==> config.mk <==
export PLATFORM = sky130hd
export DESIGN_NAME = seq_adder_n_flat
export DESIGN_NICKNAME = d
export VERILOG_FILES = /design/src/rtl/seq_adder_n_if.sv /design/src/rtl/seq_adder_n.sv /design/src/flat_wrapper.sv
export SDC_FILE = /design/constraint.sdc
export NUM_CORES = 1
export LEC_CHECK = 0
export CORE_AREA = 2 2 66 83
export CTS_BUF_LIST = sky130_fd_sc_hd__clkbuf_4
export CTS_CLUSTER_SIZE = 10
export DETAILED_ROUTE_END_ITERATION = 6
export DIE_AREA = 0 0 68 85
export MAX_ROUTING_LAYER = met4
export SLEW_MARGIN = 10
export SYNTH_ARGS = -nofsm -noshare
export SYNTH_HDL_FRONTEND = slang
export SYNTH_SLANG_ARGS = --single-unit
==> constraint.sdc <==
create_clock -name clk -period 1.7 [get_ports clk]
set_input_delay 0.34 -clock clk [delete_from_list [all_inputs] [get_ports clk]]
set_output_delay 0.34 -clock clk [all_outputs]
set_load 0.01 [all_outputs]
==> src/rtl/seq_adder_n_if.sv <==
// Start/done handshake bundle between an operand producer and seq_adder_n.
// The master drives the request side, the slave (the adder) drives status and result.
interface seq_adder_n_if #(
  parameter int WIDTH = 8
);
  logic             start;
  logic [WIDTH-1:0] a;
  logic [WIDTH-1:0] b;
  logic             ci;
  logic             busy;
  logic             done;
  logic [WIDTH-1:0] sum;
  logic             co;
  logic             ovf;

  modport master (output start, a, b, ci, input busy, done, sum, co, ovf);
  modport slave  (input start, a, b, ci, output busy, done, sum, co, ovf);
endinterface

==> src/rtl/seq_adder_n.sv <==
// Multi-cycle adder: CHUNK bits of a+b+ci per clock, LSB chunk first,
// with a registered carry linking the chunks like a ripple chain.
module seq_adder_n #(
  parameter int WIDTH = 8,
  parameter int CHUNK = 1
) (
  input  logic          clk,
  input  logic          rst,
  seq_adder_n_if.slave  bus
);
  localparam int N  = WIDTH / CHUNK;
  localparam int CW = (N > 1) ? $clog2(N) : 1;

  typedef enum logic [1:0] {IDLE, RUN, DONE} state_t;

  state_t           state, state_nxt;
  logic [WIDTH-1:0] ra, rb, res, res_nxt, s_ext, sum_q;
  logic             carry, co_q, ovf_q;
  logic [CW-1:0]    cnt;
  logic [CHUNK:0]   csum;
  logic             accept, last, msb_cin;

  always_comb begin
    csum    = {1'b0, ra[CHUNK-1:0]} + {1'b0, rb[CHUNK-1:0]} + {{CHUNK{1'b0}}, carry};
    s_ext   = WIDTH'(csum[CHUNK-1:0]);
    // New chunk enters at the top; after N shifts it sits in its final place.
    res_nxt = (res >> CHUNK) | (s_ext << (WIDTH - CHUNK));
    // Carry into the chunk MSB recovered from its sum bit and operand bits.
    msb_cin = csum[CHUNK-1] ^ ra[CHUNK-1] ^ rb[CHUNK-1];
    last    = (cnt == CW'(N - 1));
    accept  = bus.start && (state != RUN);
  end

  always_comb begin
    state_nxt = state;
    case (state)
      IDLE:    if (bus.start) state_nxt = RUN;
      RUN:     if (last) state_nxt = DONE;
      DONE:    state_nxt = bus.start ? RUN : IDLE;
      default: state_nxt = IDLE;
    endcase
  end

  always_ff @(posedge clk) begin
    if (rst) begin
      state <= IDLE;
      ra    <= '0;
      rb    <= '0;
      res   <= '0;
      carry <= 1'b0;
      cnt   <= '0;
      sum_q <= '0;
      co_q  <= 1'b0;
      ovf_q <= 1'b0;
    end else begin
      state <= state_nxt;
      if (accept) begin
        ra    <= bus.a;
        rb    <= bus.b;
        carry <= bus.ci;
        cnt   <= '0;
      end else if (state == RUN) begin
        ra    <= ra >> CHUNK;
        rb    <= rb >> CHUNK;
        res   <= res_nxt;
        carry <= csum[CHUNK];
        cnt   <= cnt + CW'(1);
        if (last) begin
          sum_q <= res_nxt;
          co_q  <= csum[CHUNK];
          ovf_q <= msb_cin ^ csum[CHUNK];
        end
      end
    end
  end

  assign bus.busy = (state == RUN);
  assign bus.done = (state == DONE);
  assign bus.sum  = sum_q;
  assign bus.co   = co_q;
  assign bus.ovf  = ovf_q;
endmodule

==> src/flat_wrapper.sv <==
// flat-port wrapper written by rule: the top's interface ports become plain ports
module seq_adder_n_flat 
#(
  parameter int WIDTH = 8,
  parameter int CHUNK = 1
)
  (clk, rst, bus_start, bus_a, bus_b, bus_ci, bus_busy, bus_done, bus_sum, bus_co, bus_ovf);
  seq_adder_n_if #(.WIDTH(WIDTH)) bus_i ();
  input  logic clk;
  input  logic rst;
  input wire logic [$bits(bus_i.start)-1:0] bus_start;
  input wire logic [$bits(bus_i.a)-1:0] bus_a;
  input wire logic [$bits(bus_i.b)-1:0] bus_b;
  input wire logic [$bits(bus_i.ci)-1:0] bus_ci;
  output wire logic [$bits(bus_i.busy)-1:0] bus_busy;
  output wire logic [$bits(bus_i.done)-1:0] bus_done;
  output wire logic [$bits(bus_i.sum)-1:0] bus_sum;
  output wire logic [$bits(bus_i.co)-1:0] bus_co;
  output wire logic [$bits(bus_i.ovf)-1:0] bus_ovf;
  assign bus_i.start = bus_start;
  assign bus_i.a = bus_a;
  assign bus_i.b = bus_b;
  assign bus_i.ci = bus_ci;
  assign bus_busy = bus_i.busy;
  assign bus_done = bus_i.done;
  assign bus_sum = bus_i.sum;
  assign bus_co = bus_i.co;
  assign bus_ovf = bus_i.ovf;
  seq_adder_n #(.WIDTH(WIDTH), .CHUNK(CHUNK)) u_core (.clk(clk), .rst(rst), .bus(bus_i));
endmodule
# ---- Word-level counts from Yosys, hierarchy flattened
# Cells that the tools add are included.
dict set report classes {
  add_sub_neg 3
  n_eq_ne 6
  mux 10
  bitwise_logic 5
  reduce_logical 7
}
# op count
set op_table {}
lappend op_table {{$mux 8} 4}
lappend op_table {{$or 7x8->8} 1}
lappend op_table {{$pmux 2 s3} 1}
lappend op_table {{$mux 2} 2}
lappend op_table {{$ne 2x1->1 const B} 2}
lappend op_table {{$reduce_and 2->1} 2}
lappend op_table {{$add 3x1->3 const B} 1}
lappend op_table {{$eq 3x3->1 const B} 1}
lappend op_table {{$mux 1} 3}
lappend op_table {{$reduce_and 3->1} 1}
lappend op_table {{$xor 1x1->1} 3}
lappend op_table {{$add 1x1->2} 1}
lappend op_table {{$add 2x1->2} 1}
lappend op_table {{$eq 2x1->1 const B} 1}
lappend op_table {{$eq 2x2->1 const B} 1}
lappend op_table {{$logic_not 2->1} 1}
lappend op_table {{$ne 2x2->1 const B} 1}
lappend op_table {{$reduce_bool 2->1} 1}
lappend op_table {{$reduce_or 2->1} 1}
lappend op_table {{$logic_and 1x1->1} 1}
lappend op_table {{$not 1->1} 1}
dict set report totals {
  reg_bits 40
  inputBits 20
  out_inout_bits 12
  word_cells 40
}

# ---- Logic depth before layout (Yosys ltp)
# Gate-level depths: netlist (run 1).
dict set report logic_depth {
  ltp_word 5
  ltp_mapped 6
  depth_no_buf 5
}

# ---- Worst setup path before layout (run 1)
# Ideal clock, no wire load.
dict set report synth_timing {
  kind {register to register}
  from {register u_core.cnt[0]}
  to {register u_core.ovf_q, in the netlist u_core.bus.ovf}
  setup_time_ps 86
  arrival_ps 1165
  required_time_ps 1614
  setup_slack_ps 450
  path_stages_with_launch 6
  n_path_buf 1
  period_less_slack_ps 1250
  cell_sequence {dfxtp_1 ha_1 ha_1 and3b_1 buf_4 a211oi_1}
}
dict set report synth_between {
  elab_chain_len 2
}
# item line_no
set synth_rtl {}
lappend synth_rtl {{start: declaration} seq_adder_n.sv:19} ;# logic [CW-1:0] cnt;
lappend synth_rtl {{start signal: assignment} seq_adder_n.sv:67} ;# cnt <= cnt + CW'(1);
lappend synth_rtl {{$eq 3x3->1} seq_adder_n.sv:30} ;# last = (cnt == CW'(N - 1));
lappend synth_rtl {{$reduce_and 3->1 (no line)} n/a}
lappend synth_rtl {{end signal: assignment} seq_adder_n.sv:71} ;# ovf_q <= msb_cin ^ csum[CHUNK];
lappend synth_rtl {{end: declaration} seq_adder_n.sv:18} ;# logic carry, co_q, ovf_q;
# No other way between the ends.
# A chain may end at the register's enable or synchronous reset.

# ---- Worst setup path in the final report (run 1)
dict set report layout_timing {
  from {register u_core.ovf_q, in the netlist u_core.bus.ovf}
  to {output port bus_ovf}
}
# item line_no
set layout_lines {}
lappend layout_lines {{end: declaration} flat_wrapper.sv:19} ;# output wire logic [$bits(bus_i.ovf)-1:0] bus_ovf;
# No word-level cell between the ends.

==> impl_metrics.ini, run 1 <==
[global_routing]
grt_util_all_layers = 0.1228
top_usage_layer = met2
grt_pass1_wl_um = 5244
met2_usage = 0.1977
grt_util_met3 = 0.03183
grt_pass1_vias = 1216
grt_max_degree = 42
overflow = 0
antenna_found_initial = 0
grt_util_met1 = 0.1379

[clocking]
cts_max_level = 2
cts_root_buf = clkbuf_4
clock-sinks = 39
clock_latency_ns = 0.34
cts_tree = built
clk_path_buf_depth = 2
clk_pin_slew_worst_paths_ns = 0.11
post-cts-setup-buffer-count = 0
cts_hold_buf = 0
cts_inserted_buffers = 5

[logic_synthesis]
synth_edf_count = 0
synth_cells = 173
synth_area_mm2 = 0.001698
yosysSeqAreaShare = 0.4598
async_flop_share = 0
post-synth-top-area-cell = dfxtp_1
ys_ff_latch = 39
ys_types = 23
synth.top_cell.area_share = 0.4598
syn-num-nets = 196
synth-warning-count = 0
synth.avg_cell_area_um2 = 9.814
yosys-top-cells-area = dfxtp_1 (46%), a211oi_2 (11%), mux2i_1 (10%), nand2_1 (7.5%), a21oi_1 (5.6%)
synth_most_common_cell = dfxtp_1
synthTopCellsByCount = dfxtp_1 (39), nand2_1 (34), a21oi_1 (19)
ys.flop_type = dfxtp_1

[floorplan]
dieArea_mm2 = 0.005780
rows = 29
start_util = 0.3391
die_h_um = 85
coreArea_mm2 = 0.005007
io_pins = 32
die_w_um = 68

[cells_and_area]
postLayoutCoreUtil = 0.4203
final_cell_area_mm2 = 0.002105
num_antenna_cells = 0
drive_gt1_frac = 0.1961
register_area_um2 = 780.7
nets = 226
area_growth_pct = 23.95
multiInputGateArea_um2 = 813.3
final.fill_count = 493

[run_status]
status = finished, final reports clean

[routing]
antenna_left = 0
wire_per_inst_um = 11.43
drt_iter0_drc = 65
drc = 0
vias_per_cell = 4.658
detailedRoute.firstPassIterationCount = 3
totalWireLength_um = 3041
vias = 1239

[place]
dp_hpwl_um = 2033
port_buffers = 31
postPlaceCellArea_mm2 = 0.002054
gp_congestion = 0.6470

[worst_hold_path]
hold_class = reg -> reg

[timing]
max_freq_mhz = 636.5
min_period_ns = 1.571
fin_setup_tns_ns = 0
slew_headroom = 0.6462
finalMaxSlewViolations = 0
worstMarginPinSlew_ns = 0.5307
rsz0062_at_grt = false
setup_viol = 0
fin_worst_skew_ns = 0.007530
hold_violations = 0
min_period_over_period = 0.9242

[pwr]
p_per_area_mw_per_mm2 = 803.9
finalPower_mw = 1.692
power.leakage_nw = 0.7868
irDropWorstVdd_mv = 0.3564

[worst_setup_path]
cpMaxStageDelayCell = clkdlybuf4s50_1
cp_max_fo = 2
path_cells = clkdlybuf4s50_1
crit_family = buffers and inverters
worstSetupPathType = reg -> out
critical_path_arrival_ns = 1.23
cp-start-kind = register
critPathRequiredTime_ns = 1.36
critPathBufInv = 1
slowest_delay_ns = 0.54
end_kind = primary output

[run]
drv_cap = 0
## metal layers
layer  wire length, um  up-vias
li1                  -      653
met1              1363      555
met2              1484       25
met3               123        6
met4                70        0
met5                 0        -
## metrics by stage
stage	hold slack, ns	setup WS (ns)	std cells
global route	0.4865	0.06580	266
CTS	0.4648	0.1053	266
finish	0.4609	0.1289	266
global placement	0.4428	0.1948	258
detailed placement	0.4476	0.1695	258
floorplan	0.4321	0.4497	173
## worst paths after layout
check | start | endpoint | slack, ns | cells past startpoint
worst max-delay path | u_core.bus.ovf | bus_ovf | 0.13 | 1
worst min-delay path | u_core.bus.sum[6] | u_core.bus.sum[6] | 0.46 | 2
worst max register to register | u_core.cnt[0] | u_core.bus.sum[1] | 0.27 | 6
worst min register to register | u_core.bus.sum[6] | u_core.bus.sum[6] | 0.46 | 2
## timing repair
item | CTS | global route
resized for setup | 2 | 0
endpoints found under the setup margin | 2 | 0
endpoints found under the hold margin | 0 | 0
## sequential cells by signal, indices dropped and copies added, names as in the netlist
register and count:
u_core.cnt 3, u_core.rb 8, u_core.state 2, u_core.bus.ovf 1
u_core.bus.co 1, u_core.ra 8, u_core.bus.sum 8, u_core.res 7
u_core.carry 1
## layout by cell type, fill, tap and decap left out, drive strengths merged
cell	synthesis	layout
inv	2	2
fa	1	1
and3b	1	1
nand3b	4	4
clkdlybuf4s50	0	29
clkinv	0	3
clkbuf	2	5
a211oi	16	16
a2bb2oi	1	1
nand2	34	34
dfxtp	39	39
nor2b	1	1
xnor2	1	1
dlygate4sd2	0	2
nor2	18	18
buf	11	5
mux2i	17	17
a21oi	19	19
nand2b	2	2
nor3	2	2
ha	2	2
## power breakdown
| part | switching [mW] | total [mW] | internal [mW] |
|---|---|---|---|
| logic | 0.126 | 0.257 | 0.131 |
| clock network | 0.292 | 0.446 | 0.154 |
| registers | 0.0306 | 0.989 | 0.959 |
## kinds of logic (layout without fill, tap and decap cells)
group | count (synthesis) | count (layout) | share of synthesized area
AO/OA/AOI/OAI | 36 | 36 | 0.1761
XOR/XNOR | 1 | 1 | 0.005159
adder cells (fa/ha/maj) | 3 | 3 | 0.02653
buffers and inverters | 15 | 46 | 0.06264
flip-flops | 39 | 39 | 0.4598
multiplexers | 17 | 17 | 0.1002
AND/OR/NAND/NOR | 62 | 62 | 0.1695
## worst register-to-register path: cells and delay by family (launching register included)
family	cells	cell delay [ns]
AND/OR/NAND/NOR	2	0.38
adder cells (fa/ha/maj)	2	0.33
buffers and inverters	1	0.19
AO/OA/AOI/OAI	1	0.11
flip-flops	1	0.37
## layout make-up
type	instances	share of cell area
flip-flops and latches	39	0.3710
well taps	62	0.03686
clock inverters	3	0.007134
multi-input cells	119	0.3864
repair buffers	36	0.1760
inverters	2	0.004756
clock buffers	5	0.01784
Power figures use the tool's default switching activity.
==> run 2: changes to the inputs <==
--- a/config.mk
+++ b/config.mk
@@ -11,6 +11,7 @@
 export DETAILED_ROUTE_END_ITERATION = 6
 export DIE_AREA = 0 0 68 85
 export MAX_ROUTING_LAYER = met4
+export SKIP_CTS_REPAIR_TIMING = 1
 export SLEW_MARGIN = 10
 export SYNTH_ARGS = -nofsm -noshare
 export SYNTH_HDL_FRONTEND = slang
==> run 2 against run 1 <==
Flip-flop and latch count did not move. Worst hold slack unchanged. Wire length increased by 0.13%. Clock power hardly changed. Combinational power about the same. Die area stayed put. Cell count did not move. Sequential power barely moved. Cell area increased by 0.36%. Clock-buffer cell count stayed put. Maximum frequency did not move. Utilization rose by 0.15 points. Critical path type unchanged. Largest cell class unchanged.
==> impl_metrics.ini, run 2 (synthesized netlist as in run 1, its figures left out) <==
[timing]
setup_viol = 0
hold_violations = 0
fin_worst_skew_ns = 0.007530
rsz0062_at_grt = false
min_period_ns = 1.571
slew_headroom = 0.6462
max_freq_mhz = 636.5
finalMaxSlewViolations = 0
min_period_over_period = 0.9242
worstMarginPinSlew_ns = 0.5307
fin_setup_tns_ns = 0
whs_ns = 0.4609

[routing]
wire_per_inst_um = 11.45
detailedRoute.firstPassIterationCount = 3
antenna_left = 0
drc = 0
vias_per_cell = 4.658
totalWireLength_um = 3045
vias = 1239
drt_iter0_drc = 70

[cells_and_area]
postLayoutCoreUtil = 0.4218
fin_cells = 266
final_cell_mix = dfxtp_1 (39), nand2_1 (34), clkdlybuf4s50_1 (29)
drive_gt1_frac = 0.1961
layout_commonest_cell = dfxtp_1
area_growth_pct = 24.39
nets = 226
num_antenna_cells = 0

[place]
gp_congestion = 0.6470
dp_hpwl_um = 2033
port_buffers = 31
dp_cells = 258

[global_routing]
overflow = 0
antenna_found_initial = 0
grt_util_all_layers = 0.1228
grt_pass1_vias = 1216
grt_max_degree = 42
grt_pass1_wl_um = 5244

[worst_hold_path]
hold_class = reg -> reg
hold_path_depth = 2

[worst_setup_path]
slowest_delay_ns = 0.54
r2r_cells = 6
worstSetupPathType = reg -> out
cpMaxStageDelayCell = clkdlybuf4s50_1
cp_max_fo = 2
cp-start-kind = register
critPathRequiredTime_ns = 1.36
critPathBufInv = 1
rrSetupSlack_ns = 0.27
path_depth = 1
path_cells = clkdlybuf4s50_1
crit_family = buffers and inverters
critical_path_arrival_ns = 1.23
end_kind = primary output

[floorplan]
die_h_um = 85
io_pins = 32
rows = 29
start_util = 0.3391
die_w_um = 68
dieArea_mm2 = 0.005780
coreArea_mm2 = 0.005007

[pwr]
p_per_area_mw_per_mm2 = 801.5
power.leakage_nw = 0.8114
finalPower_mw = 1.693
irDropWorstVdd_mv = 0.3566

[clocking]
cts_max_level = 2
clk_pin_slew_worst_paths_ns = 0.11
clk_path_buf_depth = 2
clock_latency_ns = 0.34
clock-sinks = 39
cts_root_buf = clkbuf_4
cts_inserted_buffers = 5
cts_tree = built

[run_status]
status = finished, final reports clean

[run]
drv_cap = 0
[run 2: changes by cell type in the layout (fill, tap and decap cells not counted)]
cell	previous run	this run
dlymetal6s2s_1	0	2
dlygate4sd2_1	2	0
[run 2: worst paths after layout]
check                                        from                end
worst max-delay path               u_core.bus.ovf            bus_ovf
worst min-delay path            u_core.bus.sum[6]  u_core.bus.sum[6]
worst max register to register      u_core.cnt[0]  u_core.bus.sum[1]
worst min register to register  u_core.bus.sum[6]  u_core.bus.sum[6]
[run 2: where the power goes]
group	total [mW]	switching [mW]	internal [mW]	leakage (nW)
logic	0.258	0.126	0.132	0.458
clock network	0.446	0.292	0.154	0.0347
registers	0.989	0.0306	0.959	0.319
total	1.69	0.448	1.24	0.811
[run 2: per-layer routing]
metal  share of wire  global-route usage  vias to the layer above
met5               0                   -                        -
li1                -                   -                      653
met3           0.041             0.03183                        6
met2            0.49              0.1977                       25
met4           0.023             0.06000                        0
met1            0.45              0.1379                      555
[run 2: layout make-up]
class                           count  area, um^2
Fill cell                         493        2895
Sequential cell                    39       780.7
Timing Repair Buffer               36       377.9
Multi-Input combinational cell    119       813.3
Tap cell                           62       77.57
Clock inverter                      3       15.01
Clock buffer                        5       37.54
Inverter                            2       10.01
[run 2: stage by stage]
step	instance area, um^2	worst slack [ns]
2_1_floorplan	1698	0.4497
3_3_place_gp	2054	0.1948
3_5_place_dp	2054	0.1695
4_1_cts	2107	-0.1163
5_1_grt	2112	0.06580
6_report	2112	0.1289
